<file path="src/rtl/rv_iopmp_pkg.sv">
// rtl/rv_iopmp_pkg.sv - shared IOPMP types, table entries and error codes
package rv_iopmp_pkg;

    typedef enum logic [1:0] {
        ACCESS_READ      = 2'd0,
        ACCESS_WRITE     = 2'd1,
        ACCESS_EXECUTION = 2'd2
    } access_t;

    typedef struct packed {
        logic [62:0] md;
    } srcmd_entry_t;

    typedef struct packed {
        logic [15:0] t;
    } mdcfg_entry_t;

    localparam logic [2:0] ERR_ILLEGAL_READ  = 3'h1;
    localparam logic [2:0] ERR_ILLEGAL_WRITE = 3'h2;
    localparam logic [2:0] ERR_ILLEGAL_EXEC  = 3'h3;
    localparam logic [2:0] ERR_NOT_HIT       = 3'h5;
    localparam logic [2:0] ERR_UNKNOWN_SID   = 3'h6;

    function automatic logic [2:0] illegal_access_code(input access_t acc);
        case (acc)
            ACCESS_READ:  return ERR_ILLEGAL_READ;
            ACCESS_WRITE: return ERR_ILLEGAL_WRITE;
            default:      return ERR_ILLEGAL_EXEC;
        endcase
    endfunction

endpackage

</file>
<file path="src/rtl/rv_iopmp_dl_window_prio.sv">
// rtl/rv_iopmp_dl_window_prio.sv - per-window eligibility mask and lowest-slot priority pick
module rv_iopmp_dl_window_prio
    import rv_iopmp_pkg::*;
#(
    parameter int NUMBER_MDS             = 2,
    parameter int NUMBER_ENTRIES         = 16,
    parameter int NUMBER_ENTRY_ANALYZERS = 4,
    parameter int MODE                   = 0,
    parameter int SLOT_W                 = 2
) (
    input  logic [15:0]                       offset_i,
    input  logic [62:0]                       md_en_i,
    input  mdcfg_entry_t                      mdcfg_table_i [NUMBER_MDS],
    input  logic [NUMBER_ENTRY_ANALYZERS-1:0] match_i,
    input  logic [NUMBER_ENTRY_ANALYZERS-1:0] allow_i,
    output logic                              hit_o,
    output logic [SLOT_W-1:0]                 slot_o,
    output logic                              allow_o
);

    logic [NUMBER_ENTRY_ANALYZERS-1:0] elig;

    // An entry belongs to the first MD whose top lies above it; none means unreachable.
    function automatic logic entry_eligible(input logic [15:0] idx);
        logic found;
        logic on;
        found = 1'b0;
        on    = 1'b0;
        for (int m = 0; m < NUMBER_MDS; m++) begin
            if (!found && (idx < mdcfg_table_i[m].t)) begin
                found = 1'b1;
                on    = md_en_i[m];
            end
        end
        if (idx >= 16'(NUMBER_ENTRIES)) return 1'b0;
        if (MODE == 1) return 1'b1;
        return on;
    endfunction

    always_comb begin
        elig = '0;
        for (int s = 0; s < NUMBER_ENTRY_ANALYZERS; s++) begin
            elig[s] = entry_eligible(offset_i + 16'(s));
        end
    end

    always_comb begin
        hit_o   = 1'b0;
        slot_o  = '0;
        allow_o = 1'b0;
        for (int s = NUMBER_ENTRY_ANALYZERS - 1; s >= 0; s--) begin
            if (elig[s] && match_i[s]) begin
                hit_o   = 1'b1;
                slot_o  = SLOT_W'(s);
                allow_o = allow_i[s];
            end
        end
    end

endmodule

</file>
<file path="src/rtl/rv_iopmp_dl_multipass.sv">
// rtl/rv_iopmp_dl_multipass.sv - multi-cycle windowed IOPMP decision logic with early exit
module rv_iopmp_dl_multipass
    import rv_iopmp_pkg::*;
#(
    parameter int SID_WIDTH              = 8,
    parameter int NUMBER_MDS             = 2,
    parameter int NUMBER_ENTRIES         = 16,
    parameter int NUMBER_MASTERS         = 2,
    parameter int NUMBER_ENTRY_ANALYZERS = 4,
    parameter int MODE                   = 0
) (
    input  logic                              clk_i,
    input  logic                              rst_ni,
    input  logic                              enable_i,
    input  logic                              req_valid_i,
    output logic                              req_ready_o,
    input  logic [SID_WIDTH-1:0]              sid_i,
    input  access_t                           access_type_i,
    output logic [8:0]                        entry_offset_o,
    input  logic [NUMBER_ENTRY_ANALYZERS-1:0] entry_match_i,
    input  logic [NUMBER_ENTRY_ANALYZERS-1:0] entry_allow_i,
    input  srcmd_entry_t                      srcmd_table_i [NUMBER_MASTERS],
    input  mdcfg_entry_t                      mdcfg_table_i [NUMBER_MDS],
    output logic                              resp_valid_o,
    input  logic                              resp_ready_i,
    output logic                              allow_transaction_o,
    output logic                              err_transaction_o,
    output logic [2:0]                        err_type_o,
    output logic [15:0]                       err_entry_index_o
);

    localparam int NUM_WINDOWS = (NUMBER_ENTRIES + NUMBER_ENTRY_ANALYZERS - 1) / NUMBER_ENTRY_ANALYZERS;
    localparam int SLOT_W      = (NUMBER_ENTRY_ANALYZERS > 1) ? $clog2(NUMBER_ENTRY_ANALYZERS) : 1;
    localparam logic [9:0] LAST_W = 10'(NUM_WINDOWS - 1);
    localparam logic [SID_WIDTH:0] NM_W = (SID_WIDTH + 1)'(NUMBER_MASTERS);

    typedef enum logic [1:0] {ST_IDLE, ST_SCAN, ST_RESP} state_t;

    state_t                 state_q, state_d;
    logic [9:0]             w_q, w_d;
    logic [15:0]            offset_q, offset_d;
    logic [SID_WIDTH-1:0]   sid_q, sid_d;
    access_t                acc_q, acc_d;
    logic                   allow_q, allow_d;
    logic                   err_q, err_d;
    logic [2:0]             type_q, type_d;
    logic [15:0]            index_q, index_d;

    logic [62:0]            md_en;
    logic                   win_hit;
    logic [SLOT_W-1:0]      win_slot;
    logic                   win_allow;

    // Out-of-range SIDs never reach SCAN in MODE 0, so no entry enables them here.
    always_comb begin
        md_en = '0;
        for (int i = 0; i < NUMBER_MASTERS; i++) begin
            if (sid_q == SID_WIDTH'(i)) md_en = srcmd_table_i[i].md;
        end
    end

    rv_iopmp_dl_window_prio #(
        .NUMBER_MDS             (NUMBER_MDS),
        .NUMBER_ENTRIES         (NUMBER_ENTRIES),
        .NUMBER_ENTRY_ANALYZERS (NUMBER_ENTRY_ANALYZERS),
        .MODE                   (MODE),
        .SLOT_W                 (SLOT_W)
    ) u_window_prio (
        .offset_i      (offset_q),
        .md_en_i       (md_en),
        .mdcfg_table_i (mdcfg_table_i),
        .match_i       (entry_match_i),
        .allow_i       (entry_allow_i),
        .hit_o         (win_hit),
        .slot_o        (win_slot),
        .allow_o       (win_allow)
    );

    always_comb begin
        state_d  = state_q;
        w_d      = w_q;
        offset_d = offset_q;
        sid_d    = sid_q;
        acc_d    = acc_q;
        allow_d  = allow_q;
        err_d    = err_q;
        type_d   = type_q;
        index_d  = index_q;
        case (state_q)
            ST_IDLE: begin
                if (req_valid_i) begin
                    sid_d    = sid_i;
                    acc_d    = access_type_i;
                    w_d      = '0;
                    offset_d = '0;
                    allow_d  = 1'b0;
                    err_d    = 1'b0;
                    type_d   = '0;
                    index_d  = '0;
                    if (!enable_i) begin
                        allow_d = 1'b1;
                        state_d = ST_RESP;
                    end else if ((MODE == 0) && ({1'b0, sid_i} >= NM_W)) begin
                        err_d   = 1'b1;
                        type_d  = ERR_UNKNOWN_SID;
                        state_d = ST_RESP;
                    end else begin
                        state_d = ST_SCAN;
                    end
                end
            end
            ST_SCAN: begin
                if (win_hit) begin
                    allow_d = win_allow;
                    err_d   = !win_allow;
                    type_d  = win_allow ? 3'h0 : illegal_access_code(acc_q);
                    index_d = offset_q + 16'(win_slot);
                    state_d = ST_RESP;
                end else if (w_q == LAST_W) begin
                    err_d   = 1'b1;
                    type_d  = ERR_NOT_HIT;
                    state_d = ST_RESP;
                end else begin
                    w_d      = w_q + 10'd1;
                    offset_d = offset_q + 16'(NUMBER_ENTRY_ANALYZERS);
                end
            end
            ST_RESP: begin
                if (resp_ready_i) state_d = ST_IDLE;
            end
            default: state_d = ST_IDLE;
        endcase
    end

    always_ff @(posedge clk_i or negedge rst_ni) begin
        if (!rst_ni) begin
            state_q  <= ST_IDLE;
            w_q      <= '0;
            offset_q <= '0;
            sid_q    <= '0;
            acc_q    <= ACCESS_READ;
            allow_q  <= 1'b0;
            err_q    <= 1'b0;
            type_q   <= '0;
            index_q  <= '0;
        end else begin
            state_q  <= state_d;
            w_q      <= w_d;
            offset_q <= offset_d;
            sid_q    <= sid_d;
            acc_q    <= acc_d;
            allow_q  <= allow_d;
            err_q    <= err_d;
            type_q   <= type_d;
            index_q  <= index_d;
        end
    end

    assign req_ready_o         = (state_q == ST_IDLE);
    assign resp_valid_o        = (state_q == ST_RESP);
    assign entry_offset_o      = offset_q[8:0];
    assign allow_transaction_o = allow_q;
    assign err_transaction_o   = err_q;
    assign err_type_o          = type_q;
    assign err_entry_index_o   = index_q;

endmodule

</file>
<file path="config.mk">
export PLATFORM = sky130hd
export DESIGN_NAME = rv_iopmp_dl_multipass
export DESIGN_NICKNAME = d
export VERILOG_FILES = /design/src/rtl/rv_iopmp_pkg.sv /design/src/rtl/rv_iopmp_dl_window_prio.sv /design/src/rtl/rv_iopmp_dl_multipass.sv
export SDC_FILE = /design/constraint.sdc
export NUM_CORES = 1
export LEC_CHECK = 0
export ABC_AREA = 1
export BUFFER_PORTS_ARGS = -buffer_cell sky130_fd_sc_hd__buf_2
export CAP_MARGIN = 20
export CELL_PAD_IN_SITES_DETAIL_PLACEMENT = 2
export CELL_PAD_IN_SITES_GLOBAL_PLACEMENT = 2
export CORE_AREA = 2 2 144 146
export DETAILED_ROUTE_END_ITERATION = 6
export DIE_AREA = 0 0 146 148
export PLACE_DENSITY_LB_ADDON = 0.3
export SLEW_MARGIN = 10
export SYNTH_ARGS = -nofsm -noshare
export SYNTH_HDL_FRONTEND = slang
export SYNTH_SLANG_ARGS = --single-unit
export TNS_END_PERCENT = 30
</file>
<file path="constraint.sdc">
create_clock -name clk_i -period 7.7 [get_ports clk_i]
set_clock_uncertainty 0.15 [all_clocks]
set_input_delay 1.54 -clock clk_i [delete_from_list [all_inputs] [get_ports clk_i]]
set_output_delay 1.54 -clock clk_i [all_outputs]
set_load 0.05 [all_outputs]
</file>
==> results of run 1 <==
[final cells by class]
cell class	count	area, um2	area share, %
clock buffers	9	225	3.52
flip-flops and latches	57	1430	22.3
repair buffers	90	455	7.11
multi-input cells	629	3480	54.4
well taps	270	338	5.28
inverters	110	413	6.45
clock inverters	7	58.8	0.919
[registers in the layout, indices dropped and copies added, names as in the netlist]
name                 count
offset_q                14
sid_q                    8
err_type_o               3
allow_transaction_o      1
w_q                     10
acc_q                    2
err_entry_index_o       16
state_q                  2
err_transaction_o        1
[cells in the final DEF (no fill, tap or decap), types with 2 or more instances in the layout]
cell type	count
dfrtp_1	57
nand2_1	283
nand3_1	41
o21ai_0	9
o21ai_2	7
xor2_1	16
nand3_2	4
clkinvlp_4	2
a21oi_1	45
nor3_1	10
clkbuf_16	9
buf_4	2
inv_6	4
nand2_2	3
conb_1	3
nor2_1	92
nand4_1	5
nor2_2	2
o21ai_1	5
ha_1	81
inv_1	104
nand3b_1	3
a21o_1	4
or2_1	2
inv_2	6
nor4_1	5
buf_2	88
[synth_stat cells]
library cell,count
a21o_1,4
a21oi_1,45
a21oi_4,1
and2_1,1
and3_1,1
buf_2,3
buf_4,12
buf_6,3
clkbuf_1,25
conb_1,1
dfrtp_1,57
ha_1,81
inv_1,104
inv_2,6
nand2_1,283
nand2_2,3
nand3_1,41
nand3_2,4
nand3_4,1
nand3b_1,3
nand4_1,5
nand4_2,1
nor2_1,92
nor2_2,2
nor2_4,1
nor3_1,10
nor3_2,1
nor4_1,5
nor4_2,1
o21ai_0,9
o21ai_1,5
o21ai_2,7
or2_1,2
xnor2_1,1
xor2_1,16
[worst paths after layout]
path	from	end	depth (start not counted)
setup reg to reg	offset_q[7]	offset_q[4]	13
hold / removal	err_entry_index_o[2]	err_entry_index_o[2]	2
min in group asynchronous	rst_ni	sid_q[1]	2
max in group asynchronous	rst_ni	offset_q[6]	2
setup / recovery	mdcfg_table_i[3]	offset_q[4]	15
hold reg to reg	err_entry_index_o[2]	err_entry_index_o[2]	2
[power by group through the flow]
stage	sequential [mW]	combinational (mW)	clock (mW)
floorplan	0.400	0.211	0
global placement	0.369	0.317	0
detailed placement	0.370	0.325	0
CTS	0.367	0.329	0.396
global route	0.372	0.364	0.407
finish	0.366	0.320	0.381
[stage by stage]
| step | power [mW] | cell area (um2) | worst slack (ns) |
|---|---|---|---|
| final | 1.07 | 6400 | 3.20 |
| after global routing | 1.14 | 6400 | 2.84 |
| after CTS | 1.09 | 6400 | 3.17 |
| after detailed placement | 0.695 | 6120 | 2.81 |
| after global placement | 0.686 | 6120 | 2.89 |
| after floorplan | 0.611 | 5560 | 4.18 |
[tightest hold or removal path, delay by kind of cell, from the launching register on]
family          cells  cell delay [ns]
flops               1             0.34
simple gates        1             0.06
compound gates      1             0.05
[kinds of logic (layout without fill, tap and decap cells)]
logic type / after synthesis / in the layout / share of synthesized area [%]
DFF: 57 / 57 / 25.7
buffers and inverters: 153 / 216 / 11.6
xor gates and xnor gates: 17 / 17 / 2.68
AOI/OAI and AO/OA: 71 / 71 / 7.26
adders and majority gates: 81 / 81 / 18.3
other: 1 / 3 / 0.0676
and+or+nand+nor: 457 / 457 / 34.4
[metal layers]
layer	global-route usage [%]	share of wire [%]	wire length [um]	vias up
met5	0	0	0	-
met4	4.17	1.5	272	0
met3	3.02	2.4	421	20
met2	32.1	53	9290	49
met1	20.0	43	7690	2601
li1	-	-	-	2734
==> results.json, run 1 <==
{
  "status": "finished clean",
  "crit_arrival_ns": 4.56,
  "ys_warn_count": 0,
  "ctsResizeCount": 0,
  "slowest_delay_ns": 0.59,
  "pin_count": 213,
  "slew_viol_final": 0,
  "relSlewSlack_pct": 38.4,
  "cp_slowest_cell": "a21oi_4",
  "cp_num_buf_inv": 3,
  "yosys.area.top_type": "dfrtp_1",
  "finalSetupViolCount": 0,
  "cts_max_level": 3,
  "seqPwrFrac_pct": 34.3,
  "netlist_area_um2": 5550,
  "syn_inst": 837,
  "tightest_slew_ns": 0.920,
  "cp-start-kind": "primary input",
  "dieArea_um2": 21600,
  "dp_hpwl_um": 14200,
  "synth_top_area_share_pct": 25.7,
  "fmax_mhz": 222,
  "synth_seq_cells": 57,
  "clkPwrFrac_pct": 35.7,
  "area_growth_pct": 15.4,
  "setup-tns-final_ns": 0,
  "min_period_ns": 4.50,
  "place_inst": 1156,
  "crit_family": "compound AO/OA/AOI/OAI gates",
  "min_path_type": "flop to flop",
  "post_cts_buffers": 0,
  "clock-sinks": 57,
  "clk_pin_slew_ns": 0.06,
  "worstSetupPathType": "primary input to flop",
  "syn_avg_cell_area_um2": 6.63,
  "final_core_util_pct": 31.9,
  "rsz0062_at_grt": "no",
  "fillers": 2526,
  "cp-end-kind": "flop",
  "grt_pass1_vias": 5964,
  "cts_root_buf": "clkbuf_16",
  "layout.cells.non_filler": 1172,
  "rows": 52,
  "hold_buffers": 0,
  "clk_path_buf_depth": 2,
  "drtPass1Iterations": 4,
  "antenna_found_initial": 0,
  "grt_max_degree": 58,
  "port-buffer-count": 88,
  "postRouteAntennaNets": 0,
  "power.leakage_nw": 3.68,
  "combPwrFrac_pct": 30.0,
  "cap_viol_max_count": 0,
  "vias_per_cell": 4.61,
  "powerDensity_nw_per_um2": 167,
  "holdWs_ns": 0.327,
  "grtUsageTotal_pct": 17.1,
  "p_switching_mw": 0.423,
  "required_ns": 7.76,
  "gp_routability_congestion": 0.737,
  "tritoncts": "built",
  "drtIter0Drc": 102,
  "die_y_um": 148,
  "finalHoldViolCount": 0,
  "numCtsBuffers": 9,
  "vdd_ir_drop_max_mv": 0.114,
  "start_util_pct": 27.7,
  "route.vias.total": 5404,
  "cp_max_fo": 23,
  "drc_errors": 0,
  "core_area_um2": 20000,
  "synth_area_leaders": "dfrtp_1 (26%), nand2_1 (19%), ha_1 (18%)",
  "drive_gt1_share_pct": 14.9,
  "ys_seq_area_share_pct": 25.7,
  "clock_latency_ns": 0.34,
  "fin_crit_sh_pct": 58.5,
  "drt-wirelength-per-cell_um": 15.1,
  "sw_frac_of_total_pct": 39.6,
  "grt_overflow_total": 0,
  "cp_cell_sequence": "buf_2, inv_1, ha_1, a21oi_1, nand2_1, nand2_1, nand2_1, a21oi_1, nand3_1, nand3_2, nand4_2, a21oi_4, inv_2, nand2_1, o21ai_2",
  "fp.dieW_um": 146,
  "reg2reg_slack_ns": 3.86,
  "nNetsFinal": 1159,
  "synth_cell_type_count": 35,
  "grt_pass1_wl_um": 29500,
  "p_int_mw": 0.645,
  "wirelength_um": 17700,
  "diodes": 0,
  "crit_top_cell": "nand2_1"
}
Note: power is estimated with default switching activity, not from simulation.
==> run 2: changes to the inputs <==
--- a/config.mk
+++ b/config.mk
@@ -10,9 +10,9 @@
 export CAP_MARGIN = 20
 export CELL_PAD_IN_SITES_DETAIL_PLACEMENT = 2
 export CELL_PAD_IN_SITES_GLOBAL_PLACEMENT = 2
-export CORE_AREA = 2 2 144 146
+export CORE_AREA = 2 2 159 161
 export DETAILED_ROUTE_END_ITERATION = 6
-export DIE_AREA = 0 0 146 148
+export DIE_AREA = 0 0 161 163
 export PLACE_DENSITY_LB_ADDON = 0.3
 export SLEW_MARGIN = 10
 export SYNTH_ARGS = -nofsm -noshare
==> constraint.sdc (replaced) <==
create_clock -name clk_i -period 3.9 [get_ports clk_i]
set_clock_uncertainty 0.15 [all_clocks]
set_input_delay 0.78 -clock clk_i [delete_from_list [all_inputs] [get_ports clk_i]]
set_output_delay 0.78 -clock clk_i [all_outputs]
set_load 0.05 [all_outputs]
==> results.json, run 2 (synthesis gave the netlist of run 1 again) <==
{
  "wirelength_um": 17400,
  "fp.dieW_um": 161,
  "die_y_um": 163,
  "clock_latency_ns": 0.33,
  "placed_cell_area_um2": 6270,
  "mostFrequentLayoutCells": "nand2_1 (283), inv_1 (104), nor2_1 (92), buf_2 (88), ha_1 (81)",
  "vdd_ir_drop_max_mv": 0.164,
  "grt_overflow_total": 0,
  "grt_max_degree": 35,
  "fin_crit_sh_pct": 82.3,
  "cp-start-kind": "flop",
  "grt_pass1_vias": 5901,
  "crit_arrival_ns": 3.28,
  "fin_area_um2": 6600,
  "clk_pin_slew_ns": 0.06,
  "setup-tns-final_ns": 0,
  "cts_root_buf": "clkbuf_16",
  "drt-wirelength-per-cell_um": 14.0,
  "grtUsageTotal_pct": 13.9,
  "crit_top_cell": "nand2_1",
  "numCtsBuffers": 9,
  "drc_errors": 0,
  "drive_gt1_share_pct": 15.8,
  "drtPass1Iterations": 4,
  "final_common_cell": "nand2_1",
  "diodes": 0,
  "hold_depth": 2,
  "drtIter0Drc": 150,
  "grt_pass1_wl_um": 29200,
  "cp_max_fo": 13,
  "route.vias.total": 5403,
  "min_path_type": "flop to flop",
  "fmax_mhz": 312,
  "vias_per_cell": 4.35,
  "antenna_found_initial": 0,
  "tightest_slew_ns": 0.838,
  "hold_buffers": 0,
  "clk_path_buf_depth": 2,
  "cp_slowest_cell": "dfrtp_1",
  "port-buffer-count": 88,
  "min_period_ns": 3.21,
  "cap_viol_max_count": 0,
  "relSlewSlack_pct": 44.1,
  "required_ns": 3.97,
  "rsz0062_at_grt": "no",
  "nNetsFinal": 1169,
  "slew_viol_final": 0,
  "status": "finished clean",
  "rows": 58,
  "worstSetupPathType": "flop to flop",
  "dieArea_um2": 26200,
  "reg2reg_depth": 17,
  "area_growth_pct": 18.9,
  "place_inst": 1226,
  "finalSetupViolCount": 0,
  "post_cts_buffers": 0,
  "cts_max_level": 3,
  "cp_cell_sequence": "ha_1, nand2_1, nand2_1, nand2_1, nand2_1, nand2_1, nand2_1, a21oi_1, nand2_1, nand2_1, nand3_1, inv_2, nor2_4, nand2_2, nand3_2, inv_2, nor2_1",
  "ctsResizeCount": 0,
  "dp_hpwl_um": 14200,
  "power.leakage_nw": 3.76,
  "pin_count": 213,
  "start_util_pct": 22.5,
  "finalHoldViolCount": 0,
  "tritoncts": "built",
  "largest_register_ffs": 16,
  "core_area_um2": 24700,
  "slowest_delay_ns": 0.69,
  "cp-end-kind": "flop",
  "gp_routability_congestion": 0.718,
  "clock-sinks": 57,
  "layout.cells.non_filler": 1242,
  "powerDensity_nw_per_um2": 339,
  "postRouteAntennaNets": 0
}
==> run 2: cell types whose count changed in the layout (fill, tap and decap cells not counted) <==
cell	previous run	this run
buf_4	2	12
bufinv_16	0	2
clkinv_4	1	2
clkinvlp_4	2	1
inv_6	4	2
==> run 2: per-layer routing <==
layer / track usage, % / share of wire (%) / vias to the layer above
met2: 25.7 / 52 / 39
li1: - / - / 2757
met5: 0 / 0 / -
met4: 2.68 / 0.70 / 0
met3: 1.58 / 1.6 / 9
met1: 17.5 / 46 / 2598
==> run 2: worst paths after layout <==
| path | startpoint | endpoint | slack [ns] |
|---|---|---|---|
| max | offset_q[9] | err_entry_index_o[9] | 0.69 |
| min | sid_q[2] | sid_q[2] | 0.32 |
| max reg2reg | offset_q[9] | err_entry_index_o[9] | 0.69 |
| min reg2reg | sid_q[2] | sid_q[2] | 0.32 |
| max in group asynchronous | rst_ni | w_q[8] | 2.47 |
| min in group asynchronous | rst_ni | sid_q[0] | 0.39 |
==> run 2: cell type report <==
class,count,area (um2)
tap,330,413
clock buffer,9,225
sequential,57,1430
clock inverter,7,103
timing repair buffer,100,531
fill,3042,18100
multi-input combinational,629,3480
inverter,110,413
==> run 2: stage by stage <==
step	utilization, %	total power [mW]	hold slack [ns]	worst slack, ns
2_1_floorplan	-	1.21	0.293	1.14
3_3_place_gp	25.4	1.37	0.307	0.322
3_5_place_dp	25.4	1.38	0.313	0.244
4_1_cts	26.7	2.29	0.326	0.553
5_1_grt	26.7	2.40	0.356	0.313
6_report	26.7	2.23	0.323	0.692
==> run 2: worst max-delay path: cells and delay by family, from the launching register on <==
family | cells | cell delay, ns
AND/OR/NAND/NOR | 13 | 1.14
flip-flops | 1 | 0.69
buffers and inverters | 2 | 0.44
adder cells (fa/ha/maj) | 1 | 0.35
AO/OA/AOI/OAI | 1 | 0.31
==> run 2: power by group <==
part	switching [mW]	internal, mW	total, mW
Combinational	0.464	0.172	0.636
Clock	0.309	0.565	0.874
Sequential	0.0532	0.670	0.723
Total	0.826	1.41	2.23
==> run 3: changes to the inputs <==
--- a/config.mk
+++ b/config.mk
@@ -10,9 +10,9 @@
 export CAP_MARGIN = 20
 export CELL_PAD_IN_SITES_DETAIL_PLACEMENT = 2
 export CELL_PAD_IN_SITES_GLOBAL_PLACEMENT = 2
-export CORE_AREA = 2 2 159 161
+export CORE_AREA = 2 2 150 152
 export DETAILED_ROUTE_END_ITERATION = 6
-export DIE_AREA = 0 0 161 163
+export DIE_AREA = 0 0 152 154
 export PLACE_DENSITY_LB_ADDON = 0.3
 export SLEW_MARGIN = 10
 export SYNTH_ARGS = -nofsm -noshare
==> constraint.sdc (replaced) <==
create_clock -name clk_i -period 3.2 [get_ports clk_i]
set_clock_uncertainty 0.15 [all_clocks]
set_input_delay 0.64 -clock clk_i [delete_from_list [all_inputs] [get_ports clk_i]]
set_output_delay 0.64 -clock clk_i [all_outputs]
set_load 0.05 [all_outputs]
==> results.json, run 3 (synthesis gave the netlist of run 1 again) <==
{
  "status": "finished clean",
  "diodes": 0,
  "powerDensity_nw_per_um2": 416,
  "grt_overflow_total": 0,
  "cts_root_buf": "clkbuf_16",
  "post_cts_buffers": 0,
  "drtIter0Drc": 111,
  "cp-end-kind": "flop",
  "crit_arrival_ns": 2.98,
  "fin_total_pwr_mw": 2.76,
  "worstSetupPathType": "flop to flop",
  "final_core_util_pct": 30.7,
  "vias_per_cell": 4.50,
  "finalHoldViolCount": 0,
  "final_common_cell": "nand2_1",
  "power.leakage_nw": 3.83,
  "cp_max_fo": 8,
  "min_path_type": "primary input to asynchronous set/reset pin",
  "required_ns": 3.27,
  "cp-start-kind": "flop",
  "drc_errors": 0,
  "relSlewSlack_pct": 60.1,
  "fmax_mhz": 344,
  "largest_register_ffs": 16,
  "dp_hpwl_um": 14800,
  "wirelength_um": 17800,
  "drt-wirelength-per-cell_um": 14.7,
  "clock_latency_ns": 0.34,
  "fin_crit_sh_pct": 90.9,
  "dieArea_um2": 23400,
  "gp_routability_congestion": 0.742,
  "vdd_ir_drop_max_mv": 0.311,
  "numCtsBuffers": 9,
  "fillers": 2671,
  "mostFrequentLayoutCells": "nand2_1 (283), inv_1 (104), nor2_1 (92), buf_2 (88), ha_1 (81)",
  "setup-tns-final_ns": 0,
  "postRouteAntennaNets": 0,
  "grt_pass1_vias": 6061,
  "grt_pass1_wl_um": 30500,
  "area_growth_pct": 19.8,
  "die_y_um": 154,
  "min_period_ns": 2.91,
  "clk_path_buf_depth": 2,
  "clock-sinks": 57,
  "route.vias.total": 5417,
  "drive_gt1_share_pct": 16.9,
  "antenna_found_initial": 0,
  "tightest_slew_ns": 0.599,
  "cts_max_level": 3,
  "rows": 54,
  "drtPass1Iterations": 4,
  "clk_pin_slew_ns": 0.06,
  "grt_max_degree": 36,
  "finalSetupViolCount": 0,
  "cap_viol_max_count": 0,
  "fp.dieW_um": 152,
  "slew_viol_final": 0,
  "nNetsFinal": 1181,
  "port-buffer-count": 88,
  "grtUsageTotal_pct": 16.0,
  "ctsResizeCount": 0,
  "tritoncts": "built",
  "pin_count": 213,
  "start_util_pct": 25.6,
  "core_area_um2": 21700,
  "hold_buffers": 0
}
==> run 3: cell types whose count changed in the layout (fill, tap and decap cells not counted), sizes merged <==
cell	delta
buf	+12
clkinvlp	+1
clkinv	-1
==> run 3: worst paths after layout <==
check	from	to	slack (ns)	cells after the start
min reg2reg	sid_q[7]	sid_q[7]	0.32	2
min	rst_ni	sid_q[0]	0.16	1
max	offset_q[3]	err_entry_index_o[3]	0.29	17
max in group asynchronous	rst_ni	err_entry_index_o[7]	2.13	2
min in group clk_i	sid_q[7]	sid_q[7]	0.32	2
max reg2reg	offset_q[3]	err_entry_index_o[3]	0.29	17
==> run 3: cell type report <==
| class | count | area (um2) | share of cell area, % |
|---|---|---|---|
| Clock buffer | 9 | 225 | 3.39 |
| Clock inverter | 7 | 101 | 1.52 |
| Inverter | 110 | 415 | 6.25 |
| Multi-Input combinational cell | 629 | 3480 | 52.4 |
| Sequential cell | 57 | 1430 | 21.5 |
| Tap cell | 280 | 350 | 5.27 |
| Timing Repair Buffer | 112 | 646 | 9.71 |
==> run 3: metrics by stage <==
stage | instance area [um2] | hold WS [ns] | worst slack [ns] | cells
floorplan | 5560 | 0.194 | 0.580 | 839
global placement | 6320 | 0.306 | 0.0116 | 1188
detailed placement | 6320 | 0.312 | -0.0156 | 1188
CTS | 6650 | 0.178 | 0.177 | 1204
global route | 6650 | 0.199 | -0.00726 | 1204
finish | 6650 | 0.155 | 0.290 | 1204
==> run 3: critical path, cell delays in order, from the launching register on <==
cell and delay, ns:
dfrtp_1 0.56, ha_1 0.33, a21oi_1 0.21, nand2_1 0.12, nand2_1 0.10, nand2_1 0.08, a21oi_1 0.13, buf_4 0.14
nand2_1 0.05, nand2_1 0.09, nand3_2 0.13, nand2_2 0.12, nor2_4 0.05, nand2_2 0.07, nand3_2 0.15, buf_12 0.19
nand2_1 0.07, o21ai_2 0.06
==> run 3: power breakdown <==
group / total (mW) / internal [mW] / leakage (nW) / switching, mW
Sequential: 0.880 / 0.816 / 0.770 / 0.0640
Combinational: 0.824 / 0.245 / 2.91 / 0.579
Clock: 1.06 / 0.687 / 0.153 / 0.371
==> run 3: per-layer routing <==
layer | share of wire (%) | GRT usage, %
met4 | 2.0 | 4.94
met2 | 51 | 29.5
met5 | 0 | 0
met3 | 2.2 | 1.78
met1 | 45 | 19.5
